$ cat src/rtl/pll_seq_pkg.sv
// Purpose: shared state encoding for the PLL lock sequencer.
// Latency: n/a (types only).
// Backpressure: n/a.
package pll_seq_pkg;

  localparam int STATE_W = 3;

  typedef enum logic [STATE_W-1:0] {
    S_RESET  = 3'd0,
    S_WAIT   = 3'd1,
    S_STABLE = 3'd2,
    S_RUN    = 3'd3,
    S_PDOWN  = 3'd4,
    S_FAULT  = 3'd5
  } state_t;

endpackage

$ cat src/rtl/sync_2ff.sv
// Purpose: two-flop synchronizer bringing an asynchronous level into clk_in.
// Latency: 2 clk_in edges from input change to q.
// Backpressure: none; free-running level path.
module sync_2ff (
  input  logic clk_in,
  input  logic rst,
  input  logic d,
  output logic q
);

  logic meta;

  // First flop may go metastable; second flop gives it a full cycle to settle.
  always_ff @(posedge clk_in) begin
    if (rst) begin
      meta <= 1'b0;
      q    <= 1'b0;
    end else begin
      meta <= d;
      q    <= meta;
    end
  end

endmodule

$ cat src/rtl/pll_lock_sequencer.sv
// Purpose: sequences PLL reset/power-down, waits for a stable lock, then releases downstream reset.
// Latency: pll_locked seen by the FSM 2 edges late; ready rises 2+STABLE_CYCLES edges after lock is sampled.
// Backpressure: none; control inputs are levels/pulses, outputs are Moore decodes of the state register.
module pll_lock_sequencer
  import pll_seq_pkg::*;
#(
  parameter int RST_CYCLES    = 8,
  parameter int LOCK_TIMEOUT  = 10000,
  parameter int STABLE_CYCLES = 256,
  parameter int MAX_RETRIES   = 3
) (
  input  logic         clk_in,
  input  logic         rst,
  input  logic         pll_locked,
  input  logic         pwrdwn_req,
  input  logic         relock_req,
  output logic         pll_rst,
  output logic         pll_pwrdwn,
  output logic         rst_out,
  output logic         ready,
  output logic         fault,
  output logic [2:0]   state,
  output logic [7:0]   lost_lock_count
);

  localparam int RST_W   = $clog2(RST_CYCLES) + 1;
  localparam int WAIT_W  = $clog2(LOCK_TIMEOUT) + 1;
  localparam int STAB_W  = $clog2(STABLE_CYCLES) + 1;
  localparam int RETRY_W = $clog2(MAX_RETRIES) + 1;

  localparam logic [RST_W-1:0]   RST_LAST   = RST_W'(RST_CYCLES - 1);
  localparam logic [WAIT_W-1:0]  WAIT_LAST  = WAIT_W'(LOCK_TIMEOUT - 1);
  localparam logic [STAB_W-1:0]  STAB_LAST  = STAB_W'(STABLE_CYCLES - 1);
  localparam logic [RETRY_W-1:0] RETRY_MAX  = RETRY_W'(MAX_RETRIES);

  state_t               state_q;
  state_t               state_nxt;
  logic                 locked_s;
  logic                 go;          // a transition is taken this cycle; per-state timers restart
  logic                 retry_inc;
  logic                 retry_clr;
  logic                 lost_evt;
  logic [RST_W-1:0]     rst_cnt;
  logic [WAIT_W-1:0]    wait_cnt;
  logic [STAB_W-1:0]    stab_cnt;
  logic [RETRY_W-1:0]   retry_cnt;

  sync_2ff u_lock_sync (
    .clk_in (clk_in),
    .rst    (rst),
    .d      (pll_locked),
    .q      (locked_s)
  );

  // State register.
  always_ff @(posedge clk_in) begin
    if (rst) state_q <= S_RESET;
    else     state_q <= state_nxt;
  end

  // Next-state selection (pwrdwn > relock > lock/timer) and Moore output decode.
  always_comb begin
    state_nxt  = state_q;
    go         = 1'b0;
    retry_inc  = 1'b0;
    retry_clr  = 1'b0;
    lost_evt   = 1'b0;
    pll_rst    = 1'b0;
    pll_pwrdwn = 1'b0;
    rst_out    = 1'b1;
    ready      = 1'b0;
    fault      = 1'b0;

    if (state_q != S_PDOWN && pwrdwn_req) begin
      state_nxt = S_PDOWN;
      go        = 1'b1;
    end else if (state_q != S_PDOWN && relock_req) begin
      state_nxt = S_RESET;
      go        = 1'b1;
      retry_clr = 1'b1;
    end else begin
      case (state_q)
        S_RESET: begin
          if (rst_cnt == RST_LAST) begin
            state_nxt = S_WAIT;
            go        = 1'b1;
          end
        end
        S_WAIT: begin
          if (locked_s) begin
            state_nxt = S_STABLE;
            go        = 1'b1;
          end else if (wait_cnt == WAIT_LAST) begin
            retry_inc = 1'b1;
            go        = 1'b1;
            state_nxt = ((retry_cnt + 1'b1) == RETRY_MAX) ? S_FAULT : S_RESET;
          end
        end
        S_STABLE: begin
          if (!locked_s) begin
            state_nxt = S_WAIT;
            go        = 1'b1;
          end else if (stab_cnt == STAB_LAST) begin
            state_nxt = S_RUN;
            go        = 1'b1;
            retry_clr = 1'b1;
          end
        end
        S_RUN: begin
          if (!locked_s) begin
            state_nxt = S_RESET;
            go        = 1'b1;
            lost_evt  = 1'b1;
          end
        end
        S_PDOWN: begin
          // Power-down restarts the attempt budget from scratch.
          retry_clr = 1'b1;
          if (!pwrdwn_req) begin
            state_nxt = S_RESET;
            go        = 1'b1;
          end
        end
        S_FAULT: begin
          state_nxt = S_FAULT;
        end
        default: begin
          state_nxt = S_RESET;
          go        = 1'b1;
        end
      endcase
    end

    case (state_q)
      S_RESET:  pll_rst = 1'b1;
      S_WAIT:   pll_rst = 1'b0;
      S_STABLE: pll_rst = 1'b0;
      S_RUN: begin
        rst_out = 1'b0;
        ready   = 1'b1;
      end
      S_PDOWN: begin
        pll_pwrdwn = 1'b1;
        pll_rst    = 1'b1;
      end
      S_FAULT: begin
        pll_rst = 1'b1;
        fault   = 1'b1;
      end
      default: pll_rst = 1'b1;
    endcase
  end

  // Per-state timers restart on every transition; retry and loss counters saturate.
  always_ff @(posedge clk_in) begin
    if (rst) begin
      rst_cnt         <= '0;
      wait_cnt        <= '0;
      stab_cnt        <= '0;
      retry_cnt       <= '0;
      lost_lock_count <= '0;
    end else begin
      rst_cnt  <= (state_q == S_RESET  && !go) ? rst_cnt  + 1'b1 : '0;
      wait_cnt <= (state_q == S_WAIT   && !go) ? wait_cnt + 1'b1 : '0;
      stab_cnt <= (state_q == S_STABLE && !go) ? stab_cnt + 1'b1 : '0;
      if (retry_clr)
        retry_cnt <= '0;
      else if (retry_inc && retry_cnt != RETRY_MAX)
        retry_cnt <= retry_cnt + 1'b1;
      if (lost_evt && lost_lock_count != 8'hFF)
        lost_lock_count <= lost_lock_count + 8'd1;
    end
  end

  assign state = state_q;

endmodule

$ cat config.mk
export PLATFORM = sky130hd
export DESIGN_NAME = pll_lock_sequencer
export DESIGN_NICKNAME = d
export VERILOG_FILES = /design/src/rtl/pll_seq_pkg.sv /design/src/rtl/sync_2ff.sv /design/src/rtl/pll_lock_sequencer.sv
export SDC_FILE = /design/constraint.sdc
export NUM_CORES = 1
export LEC_CHECK = 0
export BUFFER_PORTS_ARGS = -buffer_cell sky130_fd_sc_hd__buf_2
export CAP_MARGIN = 0
export CORE_MARGIN = 8
export CORE_UTILIZATION = 58
export DETAILED_ROUTE_END_ITERATION = 10
export PLACE_DENSITY_LB_ADDON = 0.08
export SYNTH_ARGS = -nofsm -noshare
export SYNTH_HDL_FRONTEND = slang
export SYNTH_SLANG_ARGS = --single-unit
$ cat constraint.sdc
create_clock -name clk_in -period 2.45 [get_ports clk_in]
set_clock_uncertainty 0.15 [all_clocks]
set_input_delay 0 -clock clk_in [delete_from_list [all_inputs] [get_ports clk_in]]
set_output_delay 0 -clock clk_in [all_outputs]
set_load 0.02 [all_outputs]
==> flow_summary_export.csv, run 1 <==
group,metric,value,unit
grt,grt_max_degree,19,
synth,syn_area,0.00211,sq mm
hold_path,hold_class,"reg2reg",
synth,ys_seq_area_frac,0.418,
drt,viasPerCell,5.33,
clock_network,clk_path_buf_depth,2,
floorplan,start_util,0.590,
placed_design,port_buffers,20,
floorplan,rows,22,
floorplan,die_area,0.00582,sq mm
hold_path,hp-start,"u_lock_sync.meta",
drt,wl_per_cell,12.2,um
drt,wl,3740,um
grt,grt_overflow,0,
sta,period_share,0.944,
synth,async_flop_share,0,
pwr,p_leak,0.846,nW
pwr,peakVddDrop,380,uV
layout,final_cell_mix,"44 x dfxtp_1, 34 x nor2_1, 20 x buf_2, 14 x inv_1, 12 x xnor2_1",
setup_path,reg2reg_from,"retry_cnt[0]",
pwr,power.density_cell_area,471,mW/mm^2
grt,grt_pass1_vias,1466,
drt,ant_nets,0,
synth,synth_edf_count,0,
setup_path,crit_path_max_incr_delay,0.57,ns
run_status,status,"finished clean",
setup_path,cp.arrival,2.46,ns
synth,synth_nets,244,
drt,vias,1631,
grt,track_usage,0.130,
sta,drv_slew,0,
sta,fin_setup_tns,0,ns
placed_design,gpl.final_weighted_congestion,0.788,
layout,fill_cells,315,
setup_path,crit_chain,"ha_1 -> ha_1 -> nand3b_1 -> a211o_1 -> a21o_1 -> a21oi_1 -> dlygate4sd3_1",
grt,grt_pass1_wl,6470,um
layout,postLayoutCellArea,0.00235,sq mm
setup_path,crit_family,"compound AO/OA/AOI/OAI gates",
sta,hold_violations,0,
setup_path,crit_slowest_cell,"dlygate4sd3_1",
grt,antenna_found_initial,0,
sta,finalSetupViolCount,0,
setup_path,path_max_fanout,4,
drt,drtIter0Drc,83,
synth,synth_flop_cell,"dfxtp_1",
synth,synth-warning-count,0,
sta,max_freq,0.432,GHz
setup_path,required,2.60,ns
setup_path,startpoint_type,"flip-flop",
layout,layout_commonest_cell,"dfxtp_1",
synth,syn_area_per_cell,9.13,sq um
sta,worstMarginPinSlew,0.441,ns
floorplan,coreArea,0.00358,sq mm
setup_path,path_buf_inv,1,
placed_design,placed_cell_area,0.00223,sq mm
clock_network,htree_levels,2,
synth,synth_cells,231,
layout,layout-drive-gt1-share,0.136,
synth,synth_seq_cells,44,
clock_network,cts_root_buf,"clkbuf_4",
clock_network,clock_latency,0.34,ns
clock_network,cts_buffers,5,
clock_network,cts_tree,"yes",
floorplan,die_width,76.3,um
setup_path,end_kind,"flip-flop",
synth,synth.distinct_cells,45,
floorplan,io_pins,21,
drt,drc,0,
layout,nets,271,
layout,diodes,0,
layout,syn_to_final_growth,11.2,%
placed_design,pre_cts_slack,0.398,ns
sta,relSlewSlack,0.704,
sta,min_period,2.31,ns
setup_path,path_class,"reg2reg",
sta,setup_slack,0.137,ns
setup_path,startpoint,"retry_cnt[0]",
sta,rsz0062_at_grt,"false",
run,max_cap_viol_count,0,
sta,fin_hold_ws,0.313,ns
placed_design,hpwl,2590,um
setup_path,cpMostUsedCell,"ha_1",
clock_network,clock-sinks,44,
drt,first_pass_iters,4,
clock_network,cts.clk_slew.worst_paths,0.12,ns
floorplan,die_height,76.3,um
worst register-to-register path, stage by stage (launching register included):
cell           delay, ns
dfxtp_1             0.36
ha_1                0.20
ha_1                0.29
nand3b_1            0.10
a211o_1             0.30
a21o_1              0.15
a21oi_1             0.14
dlygate4sd3_1       0.57
final timing paths:
path / endpoint / slack (ns) / cells after the start
worst max register to register: state[2] / 0.14 / 7
worst min register to register: u_lock_sync.q / 0.31 / 1
worst max-delay path: state[2] / 0.14 / 7
worst min-delay path: u_lock_sync.q / 0.31 / 1
kinds of logic after synthesis:
logic type,count (synthesis),share of synthesized area
simple gates,104,0.291
flops,44,0.418
compound gates,30,0.0931
xor+xnor,23,0.0955
buf+inv,20,0.0433
fa+ha+maj,8,0.0475
mux,2,0.0119
sequential cells by signal, summed over array words and instances, names as in the netlist:
| signal | cells |
|---|---|
| u_lock_sync.meta | 1 |
| rst_cnt | 4 |
| u_lock_sync.q | 1 |
| retry_cnt | 3 |
| lost_lock_count | 8 |
| stab_cnt | 9 |
| state | 3 |
| wait_cnt | 15 |
area by class of cell:
class / count / area [sq um] / area share
well taps: 48 / 60.1 / 0.0256
clock buffers: 6 / 41.3 / 0.0176
repair buffers: 26 / 160 / 0.0683
multi-input cells: 167 / 1150 / 0.489
clock inverters: 1 / 5.00 / 0.00213
inverters: 14 / 52.6 / 0.0224
flip-flops and latches: 44 / 881 / 0.375
routing by layer:
metal  GRT usage  up-vias  share of wire
met5           0        -              0
met4      0.0519        0          0.016
met3      0.0495        5          0.049
met2       0.207       20           0.44
met1       0.154      736           0.49
li1            -      870              -
power by group:
part	switching, mW	internal (mW)	leakage (nW)
sequential	0.00736	0.720	0.355
combinational	0.0317	0.0278	0.463
clock	0.213	0.106	0.0281
total	0.252	0.854	0.846
cell usage after synthesis (6+ instances only):
library cell / instances / area (sq um)
a21oi_1: 9 / 45.0
dfxtp_1: 44 / 881
ha_1: 8 / 100
inv_1: 14 / 52.6
nand2_1: 8 / 30.0
nand3_1: 11 / 55.1
nand4_1: 7 / 43.8
nor2_1: 34 / 128
nor3_1: 9 / 45.0
o21ai_0: 7 / 35.0
or3_1: 6 / 37.5
xnor2_1: 12 / 105
xor2_1: 11 / 96.3
stage by stage:
stage	utilization	cells	power, mW
global route	0.656	306	1.16
finish	0.656	306	1.11
CTS	0.653	306	1.12
floorplan	-	231	0.781
global placement	0.623	293	0.795
detailed placement	0.623	293	0.795
what timing repair did:
| item | in CTS | in global routing |
|---|---|---|
| endpoints found under the hold margin | 16 | 0 |
| hold buffers | 6 | 0 |
| buffers inserted | 0 | 0 |
| endpoints found under the setup margin | 0 | 1 |
| resized for setup | 0 | 1 |
(Power assumes the default switching activity.)
==> inputs of run 2 (changes only) <==
--- a/config.mk
+++ b/config.mk
@@ -5,12 +5,13 @@
 export SDC_FILE = /design/constraint.sdc
 export NUM_CORES = 1
 export LEC_CHECK = 0
-export BUFFER_PORTS_ARGS = -buffer_cell sky130_fd_sc_hd__buf_2
+export BUFFER_PORTS_ARGS = -buffer_cell sky130_fd_sc_hd__buf_4
 export CAP_MARGIN = 0
 export CORE_MARGIN = 8
 export CORE_UTILIZATION = 58
 export DETAILED_ROUTE_END_ITERATION = 10
 export PLACE_DENSITY_LB_ADDON = 0.08
+export RECOVER_POWER = 25
 export SYNTH_ARGS = -nofsm -noshare
 export SYNTH_HDL_FRONTEND = slang
 export SYNTH_SLANG_ARGS = --single-unit
==> run 2 against run 1 <==
Effect of this change:
- die area unchanged
- sequential share of layout area increased by 0.47 points
- non-clock buffer count decreased by 1
- critical path type unchanged
==> flow_summary_export.csv, run 2 (synthesis gave the netlist of run 1 again) <==
group,metric,value,unit
clock_network,cts_root_buf,"clkbuf_4",
layout,final_cell_mix,"44 x dfxtp_1, 34 x nor2_1, 14 x inv_1, 14 x clkbuf_1, 12 x xnor2_1",
pwr,p_leak,0.776,nW
layout,fin_util,0.648,
clock_network,clk_path_buf_depth,2,
placed_design,port_buffers,20,
sta,finalSetupViolCount,0,
run_status,status,"finished clean",
layout,nets,270,
run,max_cap_viol_count,0,
drt,ant_nets,0,
layout,fill_cells,322,
sta,hold_violations,0,
clock_network,cts.clk_slew.worst_paths,0.12,ns
drt,viasPerCell,5.41,
placed_design,gpl.final_weighted_congestion,0.794,
pwr,peakVddDrop,443,uV
clock_network,cts_buffers,5,
hold_path,hold_class,"reg2reg",
layout,multi_input_area,0.00113,sq mm
sta,fin_setup_tns,0,ns
clock_network,htree_levels,2,
floorplan,coreArea,0.00358,sq mm
grt,grt_pass1_wl,6640,um
layout,layout_commonest_cell,"dfxtp_1",
floorplan,die_height,76.3,um
drt,drtIter0Drc,88,
clock_network,ctsResizeCount,0,
sta,worstMarginPinSlew,0.769,ns
setup_path,crit_family,"simple AND/OR/NAND/NOR gates",
sta,fin_hold_ws,0.307,ns
drt,drc,0,
layout,diodes,0,
floorplan,die_area,0.00582,sq mm
setup_path,path_buf_inv,0,
clock_network,cts_tree,"yes",
floorplan,die_width,76.3,um
layout,layout-drive-gt1-share,0.0817,
setup_path,cp.arrival,2.17,ns
sta,relSlewSlack,0.488,
grt,grt_max_degree,19,
sta,rsz0062_at_grt,"false",
drt,wl_per_cell,12.3,um
drt,wl,3750,um
setup_path,crit_path_max_incr_delay,0.55,ns
grt,antenna_found_initial,0,
clock_network,clock_latency,0.34,ns
floorplan,start_util,0.590,
setup_path,crit_chain,"nor3b_1 -> mux2_4 -> nand3b_1 -> nor2_1",
floorplan,io_pins,21,
drt,first_pass_iters,4,
floorplan,rows,22,
layout,regArea,881,sq um
sta,period_share,0.854,
layout,reg.largest.list,"wait_cnt (15), stab_cnt (9), lost_lock_count (8)",
setup_path,crit_slowest_cell,"nor3b_1",
clock_network,clock-sinks,44,
layout,syn_to_final_growth,9.85,%
grt,grt_pass1_vias,1560,
drt,vias,1649,
grt,track_usage,0.132,
grt,grt_overflow,0,
pwr,power.density_cell_area,478,mW/mm^2
sta,drv_slew,0,
setup_path,path_max_fanout,9,
setup_path,required,2.53,ns
layout,largest_reg_flops,15,
setup_path,end_kind,"flip-flop",
setup_path,path_class,"reg2reg",
sta,max_freq,0.478,GHz
sta,min_period,2.09,ns
placed_design,hpwl,2680,um
layout,top_register,"wait_cnt",
setup_path,startpoint_type,"flip-flop",
==> run 2: repair_timing <==
item                                   CTS  global route
endpoints found under the hold margin   19             0
setup buffers                            0             0
hold buffers                             5             0
==> run 2: per-layer routing <==
metal  track usage  part of all wire  vias up
met5             0                 0        -
met2         0.214              0.46       25
li1              -                 -      867
met3        0.0472             0.045        5
met4        0.0442            0.0088        0
met1         0.158              0.49      752
==> run 2: power by group <==
| part | internal [mW] | total, mW | switching, mW |
|---|---|---|---|
| combinational | 0.0269 | 0.0592 | 0.0324 |
| clock | 0.106 | 0.322 | 0.216 |
| sequential | 0.720 | 0.726 | 0.00677 |
==> run 2: worst paths after layout <==
check | start | to | cells after the start | slack [ns]
worst max-delay path | state[2] | stab_cnt[6] | 4 | 0.36
worst min-delay path | rst_cnt[0] | rst_cnt[0] | 1 | 0.31
worst max register to register | state[2] | stab_cnt[6] | 4 | 0.36
worst min register to register | rst_cnt[0] | rst_cnt[0] | 1 | 0.31
==> run 2: worst reg2reg max path: stages (launching register included) <==
cell and delay (ns):
dfxtp_1 0.51, nor3b_1 0.55, mux2_4 0.39, nand3b_1 0.29, nor2_1 0.09
==> run 2: cell type report <==
class                           count  area share
Sequential cell                    44       0.380
Multi-Input combinational cell    167       0.486
Clock inverter                      1     0.00216
Inverter                           14      0.0227
Tap cell                           48      0.0259
Timing Repair Buffer               25      0.0653
Clock buffer                        6      0.0178
==> run 2: through the flow <==
step | setup WS (ns) | std cells | power (mW) | instance area, sq um
global placement | 0.432 | 293 | 0.799 | 2280
finish | 0.358 | 305 | 1.11 | 2320
detailed placement | 0.417 | 293 | 0.800 | 2280
CTS | 0.394 | 305 | 1.13 | 2380
global route | 0.183 | 305 | 1.15 | 2320
floorplan | 0.479 | 231 | 0.781 | 2110
